File: config.mk
export PLATFORM = sky130hd
export DESIGN_NAME = mul_div_unit_flat
export DESIGN_NICKNAME = d
export VERILOG_FILES = /design/src/rtl/mul_div_unit_if.sv /design/src/rtl/mul_div_unit.sv /design/src/flat_wrapper.sv
export SDC_FILE = /design/constraint.sdc
export NUM_CORES = 1
export LEC_CHECK = 0
export CORE_UTILIZATION = 50
export DETAILED_ROUTE_END_ITERATION = 8
export MAX_ROUTING_LAYER = met4
export PLACE_DENSITY = 0.68
export SETUP_SLACK_MARGIN = 0.3
export SLEW_MARGIN = 20
export SYNTH_ARGS = -nofsm -noshare
export SYNTH_HDL_FRONTEND = slang
export SYNTH_SLANG_ARGS = --single-unit
File: constraint.sdc
create_clock -name clk -period 15.8 [get_ports clk]
set_input_delay 3.95 -clock clk [delete_from_list [all_inputs] [get_ports clk]]
set_output_delay 3.95 -clock clk [all_outputs]
set_load 0.005 [all_outputs]
File: src/rtl/mul_div_unit_if.sv
// Start/busy/done handshake and result bus of the iterative multiply/divide unit.
// The master launches operations; the unit (slave) returns results and flags.
interface mul_div_unit_if #(
  parameter int WIDTH = 32
) ();
  logic             start;
  logic [2:0]       Op;
  logic [WIDTH-1:0] a;
  logic [WIDTH-1:0] b;
  logic             busy;
  logic             done;
  logic [WIDTH-1:0] Result;
  logic [WIDTH-1:0] Long;
  logic [3:0]       Flags;

  modport master (
    output start, Op, a, b,
    input  busy, done, Result, Long, Flags
  );

  modport slave (
    input  start, Op, a, b,
    output busy, done, Result, Long, Flags
  );
endinterface

File: src/rtl/mul_div_unit.sv
// Iterative one-bit-per-cycle multiplier / restoring divider for the execute stage.
// Signed ops run on magnitudes; the sign is fixed up when the last iteration retires.
module mul_div_unit #(
  parameter int WIDTH = 32
) (
  input  logic          clk,
  input  logic          reset,
  mul_div_unit_if.slave bus
);
  localparam int CW = $clog2(WIDTH) + 1;

  localparam logic [2:0] OP_MUL   = 3'd0;
  localparam logic [2:0] OP_UMULL = 3'd1;
  localparam logic [2:0] OP_SMULL = 3'd2;
  localparam logic [2:0] OP_UDIV  = 3'd3;
  localparam logic [2:0] OP_SDIV  = 3'd4;

  localparam logic [WIDTH-1:0] MIN_NEG =
    {1'b1, {(WIDTH-1){1'b0}}};

  typedef enum logic [1:0] {
    S_IDLE,
    S_CALC,
    S_FIN
  } state_t;

  state_t r_state;
  state_t w_next;

  logic [2:0]       r_op;
  logic [CW-1:0]    r_count;
  logic [WIDTH-1:0] r_hi;
  logic [WIDTH-1:0] r_lo;
  logic [WIDTH-1:0] r_mc;
  logic             r_neg_q;
  logic             r_neg_r;
  logic [WIDTH-1:0] r_res;
  logic [WIDTH-1:0] r_long;
  logic [3:0]       r_flags;

  logic             w_accept;
  logic             w_is_div;
  logic             w_rsv;
  logic             w_dz;
  logic             w_ovf;
  logic             w_short;
  logic             w_sgn;
  logic [WIDTH-1:0] w_a0;
  logic [WIDTH-1:0] w_b0;

  function automatic logic [WIDTH-1:0] mag(
    input logic [WIDTH-1:0] x
  );
    return x[WIDTH-1] ? -x : x;
  endfunction

  assign w_accept = bus.start && (r_state != S_CALC);
  assign w_is_div = (bus.Op == OP_UDIV) ||
                    (bus.Op == OP_SDIV);
  assign w_rsv    = bus.Op > OP_SDIV;
  assign w_dz     = w_is_div && (bus.b == '0);
  assign w_ovf    = (bus.Op == OP_SDIV) &&
                    (bus.a == MIN_NEG) &&
                    (bus.b == '1);
  assign w_short  = w_rsv | w_dz | w_ovf;

  always_comb begin
    w_sgn = (bus.Op == OP_SMULL) ||
            (bus.Op == OP_SDIV);
    w_a0  = w_sgn ? mag(bus.a) : bus.a;
    w_b0  = w_sgn ? mag(bus.b) : bus.b;
  end

  logic             w_mul_op;
  logic [WIDTH:0]   w_sum;
  logic [WIDTH:0]   w_sh;
  logic [WIDTH:0]   w_diff;
  logic [WIDTH-1:0] w_hi_n;
  logic [WIDTH-1:0] w_lo_n;

  assign w_mul_op = r_op < OP_UDIV;

  // Multiply shifts right through {hi,lo}; divide shifts left.
  always_comb begin
    w_sum  = {1'b0, r_hi} +
             (r_lo[0] ? {1'b0, r_mc} : '0);
    w_sh   = {r_hi, r_lo[WIDTH-1]};
    w_diff = w_sh - {1'b0, r_mc};
    if (w_mul_op) begin
      w_hi_n = w_sum[WIDTH:1];
      w_lo_n = {w_sum[0], r_lo[WIDTH-1:1]};
    end else begin
      w_hi_n = w_diff[WIDTH] ? w_sh[WIDTH-1:0]
                             : w_diff[WIDTH-1:0];
      w_lo_n = {r_lo[WIDTH-2:0], ~w_diff[WIDTH]};
    end
  end

  logic [2*WIDTH-1:0] w_prod;
  logic [WIDTH-1:0]   w_fres;
  logic [WIDTH-1:0]   w_flong;
  logic [3:0]         w_fflags;
  logic               w_long_n;

  always_comb begin
    w_prod  = r_neg_q ? -{w_hi_n, w_lo_n}
                      : {w_hi_n, w_lo_n};
    w_fres  = '0;
    w_flong = '0;
    case (r_op)
      OP_MUL: begin
        w_fres = w_prod[WIDTH-1:0];
      end
      OP_UMULL, OP_SMULL: begin
        w_fres  = w_prod[WIDTH-1:0];
        w_flong = w_prod[2*WIDTH-1:WIDTH];
      end
      default: begin
        w_fres  = r_neg_q ? -w_lo_n : w_lo_n;
        w_flong = r_neg_r ? -w_hi_n : w_hi_n;
      end
    endcase
    w_long_n = (r_op == OP_UMULL) ||
               (r_op == OP_SMULL);
    w_fflags = 4'b0000;
    w_fflags[3] = w_long_n ? w_flong[WIDTH-1]
                           : w_fres[WIDTH-1];
    w_fflags[2] = (w_fres == '0) &&
                  (!w_long_n || (w_flong == '0));
  end

  always_ff @(posedge clk) begin
    if (reset) begin
      r_state <= S_IDLE;
    end else begin
      r_state <= w_next;
    end
  end

  always_comb begin
    w_next = r_state;
    case (r_state)
      S_IDLE, S_FIN: begin
        if (w_accept) begin
          w_next = w_short ? S_FIN : S_CALC;
        end else begin
          w_next = S_IDLE;
        end
      end
      S_CALC: begin
        if (r_count == CW'(1)) begin
          w_next = S_FIN;
        end
      end
      default: w_next = S_IDLE;
    endcase
  end

  // Short-circuit results are written on the accepting edge.
  always_ff @(posedge clk) begin
    if (reset) begin
      r_op    <= '0;
      r_count <= '0;
      r_hi    <= '0;
      r_lo    <= '0;
      r_mc    <= '0;
      r_neg_q <= 1'b0;
      r_neg_r <= 1'b0;
      r_res   <= '0;
      r_long  <= '0;
      r_flags <= '0;
    end else if (w_accept) begin
      r_op    <= bus.Op;
      r_count <= CW'(WIDTH);
      r_hi    <= '0;
      r_neg_q <= w_sgn & (bus.a[WIDTH-1] ^
                          bus.b[WIDTH-1]);
      r_neg_r <= (bus.Op == OP_SDIV) &
                 bus.a[WIDTH-1];
      if (w_is_div) begin
        r_mc <= w_b0;
        r_lo <= w_a0;
      end else begin
        r_mc <= w_a0;
        r_lo <= w_b0;
      end
      if (w_rsv) begin
        r_res   <= '0;
        r_long  <= '0;
        r_flags <= 4'b0000;
      end else if (w_dz) begin
        r_res   <= '1;
        r_long  <= bus.a;
        r_flags <= 4'b1010;
      end else if (w_ovf) begin
        r_res   <= MIN_NEG;
        r_long  <= '0;
        r_flags <= 4'b1001;
      end
    end else if (r_state == S_CALC) begin
      r_hi    <= w_hi_n;
      r_lo    <= w_lo_n;
      r_count <= r_count - 1'b1;
      if (r_count == CW'(1)) begin
        r_res   <= w_fres;
        r_long  <= w_flong;
        r_flags <= w_fflags;
      end
    end
  end

  assign bus.busy   = (r_state == S_CALC);
  assign bus.done   = (r_state == S_FIN);
  assign bus.Result = r_res;
  assign bus.Long   = r_long;
  assign bus.Flags  = r_flags;
endmodule
File: src/flat_wrapper.sv
// flat-port wrapper written by rule: the top's interface ports become plain ports
module mul_div_unit_flat 
#(
  parameter int WIDTH = 32
)
  (clk, reset, bus_start, bus_Op, bus_a, bus_b, bus_busy, bus_done, bus_Result, bus_Long, bus_Flags);
  mul_div_unit_if #(.WIDTH(WIDTH)) bus_i ();
  input  logic clk;
  input  logic reset;
  input wire logic [$bits(bus_i.start)-1:0] bus_start;
  input wire logic [$bits(bus_i.Op)-1:0] bus_Op;
  input wire logic [$bits(bus_i.a)-1:0] bus_a;
  input wire logic [$bits(bus_i.b)-1:0] bus_b;
  output wire logic [$bits(bus_i.busy)-1:0] bus_busy;
  output wire logic [$bits(bus_i.done)-1:0] bus_done;
  output wire logic [$bits(bus_i.Result)-1:0] bus_Result;
  output wire logic [$bits(bus_i.Long)-1:0] bus_Long;
  output wire logic [$bits(bus_i.Flags)-1:0] bus_Flags;
  assign bus_i.start = bus_start;
  assign bus_i.Op = bus_Op;
  assign bus_i.a = bus_a;
  assign bus_i.b = bus_b;
  assign bus_busy = bus_i.busy;
  assign bus_done = bus_i.done;
  assign bus_Result = bus_i.Result;
  assign bus_Long = bus_i.Long;
  assign bus_Flags = bus_i.Flags;
  mul_div_unit #(.WIDTH(WIDTH)) u_core (.clk(clk), .reset(reset), .bus(bus_i));
endmodule
==> metrics <==
status completed; total number of vias 19,440; Post-synth EDFFs 0; Finish-stage setup viols 0; post-cts sizing count 0; Most Crowded Layer GR met2; Gate power share between 40% and 50%; DRC 0; CTS root buffer clkbuf_16; Simple-Gate Fraction of Synth Area between 20% and 30%; Clock Latency Late Sink approximately 0.48 ns; top_reg_cell synth dfxtp_1; post-route setup slack 6.099 ns; crit path kind in2reg; antenna fix cells 0; total gr overflow 0; Critical Path Sink Type register; antenna violations before repair 0; Pre-antenna DRT Iters 6; GRT Overall Usage a little over two fifths; met3 usage under 10%; CP Launch Type primary input; Die ar. approximately 0.035 mm²; M2 GR Usage 66.79%; Yosys top cell by area dfxtp_1; async set-or-reset flop fraction in the synthesized netlist 0%; Pins Over Slew Limit 0; Die X about 190 µm; Fill cells 3,240; mux cell area share after synthesis between 3 and 4%; final setup TNS 0 ns; Yosys reg bits around 180; Setup Buffers After CTS 0; Reg power frac 30.6%; Sw Share between 40 and 50%; cells after synthesis around 2,400; maximum clock path buffer count 2; post-synthesis sequential area ratio around a fifth; compound-gate portion of the synthesized area about 31%; P per Cell Area 90.80 mW/mm²; cell area after synthesis about 0.017 mm²; Worst Path Arrival just over 10 ns; number of global-route vias before repair ~18,000; Clock transition at path regs 0.08 ns; Adder-Cell Fraction of Synth Area 5.302%; Cell variety after synth 93; max cap viols 0; vias per std cell roughly 6.7; Hold Vio Cnt, Final 0; chip height 187.9 µm; CTS Hold Bufs 0; leakage 7.299 nW; largest net degree at the start of global routing 93; Sink Count 177; core box area ~0.034 mm²; top cells by area, synth dfxtp_1 (21%), nor2_1 (6.3%), nand2_1 (5.8%), a21oi_1 (5.5%), a211oi_1 (5.4%); CP Max Fanout between 90 and 100; XOR/XNOR Fraction of Synth Area under 10%; Worst Path Required 16.21 ns; Worst Skew between 0.02 and 0.03 ns; Wirelength per Cell 25.17 µm; final critical-path share of the clock period approximately three fifths; Yosys top cell area share around 21%; routed wire length around 73,000 µm; Syn-to-layout area delta 12.37%; IO Port Bufs 139; Initial Utilization 51.13%; Avg Inst Size Synth slightly above 7 µm²; largest family of logic cells by synthesized area compound AO/OA/AOI/OAI gates; share of cells above drive strength 1 4.660%; RePlAce Congestion ~1.0; Max IR drop VDD about 0.080 mV; pre-CTS WS between 5 and 6 ns; CTS H-tree lvls 4; Synth Warn # 0; P_sw roughly 780 µW; Layout Nets 2,597; Fmax about 100 MHz; Final Critical Period 9.701 ns; Row Count 67; clock share of power roughly 25%; hpwl dp about 56,000 µm; slew margin rel. between 20% and 30%; IO Pins 140; setup repair after global routing missed its margin no; CTS tree built; worst hold path class reg2reg; first-pass GRT wire length between 100,000 and 150,000 µm; met1 usage about half; clock buffers created by TritonCTS 17; Post-Syn Nets approximately 2,600; Internal 982.1 µW; DR iter-0 viols roughly 2,200; number of routed nets with antenna violations 0; Slew @ Worst Pin approximately 1.1 ns
-- layout make-up --
type                       count  area, µm²  share of cell area [%]
tap                          448      560.5                   2.888
inverter                      69      260.3                   1.341
multi-input combinational   2019      12840                   66.16
clock inverter                12      118.9                  0.6124
timing repair buffer         171       1627                   8.380
clock buffer                  20      456.7                   2.353
sequential                   177       3545                   18.26
-- flip-flops by register name, summed over array words and instances, names as in the netlist --
register	count
u_core.bus.Flags	4
u_core.bus.Long	32
u_core.bus.Result	32
u_core.r_count	6
u_core.r_hi	32
u_core.r_lo	32
u_core.r_mc	32
u_core.r_neg_q	1
u_core.r_neg_r	1
u_core.r_op	3
u_core.r_state	2
-- layout by cell type, fill, tap and decap left out, types with 10 or more instances in the layout --
master           count
a221oi_1            28
nand2b_1            13
a22oi_1             14
or4_1               20
xnor2_1             95
mux2i_1             57
or3_1               19
a311oi_1            16
clkdlybuf4s50_1    138
ha_1                70
o21ai_1             10
a31oi_1             14
o41ai_1             20
o22ai_1             26
nand4_1             30
nor3_1              91
a211oi_1           124
a21o_1              28
and3_1              12
o21a_1              13
nand3_1             52
o21ai_0            112
xor2_1              86
nor2b_1             10
dfxtp_1            176
nand2_1            268
nand3b_1            10
buf_4               32
o31ai_1             31
clkbuf_16           17
a21oi_1            190
inv_1               67
and2_1              39
nor4_1              23
o211ai_1            46
nor2_1             290
-- synthesized netlist by cell type (all sizes together), types with 11 or more instances --
cell	n
a31oi	14
xor2	86
o21a	13
a21o	30
a311oi	16
or4	20
o22ai	26
o21ai	123
nand2b	14
a221oi	29
nor2	291
o211ai	48
nand2	269
mux2i	57
inv	69
dfxtp	177
or3	19
nor3	95
a22oi	14
a211oi	126
nand4	31
xnor2	95
o31ai	32
clkbuf	126
o41ai	22
a21oi	195
buf	43
ha	70
nor4	24
nand3	52
and3	12
and2	39
or2	11
-- logic make-up after synthesis --
group / count (synthesis)
muxes: 62
xor gates and xnor gates: 181
adders and majority gates: 72
DFF: 177
and+or+nand+nor: 930
buffers and inverters: 238
AOI/OAI and AO/OA: 774
-- worst max-delay path: stages --
cell	delay [ns]
clkdlybuf4s50_1	0.52
or4_1	0.59
nor3_1	0.33
nor3b_1	0.70
nand4bb_1	0.46
o31ai_2	0.26
o221a_4	0.95
and2_1	0.23
and4_1	0.19
nand4_1	0.08
nand4b_1	0.18
or4_1	0.57
or4_1	0.55
nor4_1	0.24
nand4b_1	0.16
o21bai_2	0.12
-- final timing paths --
path	startpoint	end	slack [ns]	cells after the start
worst min register to register	u_core.bus.Flags[3]$_SDFFE_PP0P_	u_core.bus.Flags[3]$_SDFFE_PP0P_	0.46	2
worst min-delay path	u_core.bus.Flags[3]$_SDFFE_PP0P_	u_core.bus.Flags[3]$_SDFFE_PP0P_	0.46	2
worst max register to register	u_core.r_lo[31]$_SDFFE_PP0P_	u_core.bus.Flags[2]$_SDFFE_PP0P_	7.99	25
worst max-delay path	bus_b[13]	u_core.bus.Flags[2]$_SDFFE_PP0P_	6.10	16
-- metrics by stage --
| step | cells | power, mW | hold WS, ns | area (µm²) | utilization, % |
|---|---|---|---|---|---|
| detailed placement | 2883 | 1.307 | 0.4472 | 18830 | 55.74 |
| finish | 2916 | 1.762 | 0.4594 | 19410 | 57.45 |
| global route | 2916 | 1.837 | 0.4889 | 19410 | 57.45 |
| global placement | 2883 | 1.303 | 0.4422 | 18830 | 55.74 |
| floorplan | 2434 | 1.030 | 0.4403 | 17270 | - |
| CTS | 2915 | 1.740 | 0.4581 | 19400 | 57.44 |
-- power groups by stage --
| stage | Sequential, mW | Combinational [mW] | Clock (mW) |
|---|---|---|---|
| after floorplan | 0.529 | 0.501 | 0 |
| after global placement | 0.546 | 0.758 | 0 |
| after detailed placement | 0.546 | 0.761 | 0 |
| after CTS | 0.536 | 0.766 | 0.438 |
| after global routing | 0.542 | 0.841 | 0.455 |
| final | 0.539 | 0.786 | 0.437 |
-- layer usage --
metal / vias up / wire length, µm
met5: - / 0
met4: 0 / 4629
met3: 202 / 6027
met2: 985 / 33420
met1: 9242 / 29330
li1: 9014 / -
No activity file was read; power rests on OpenSTA's default activity.
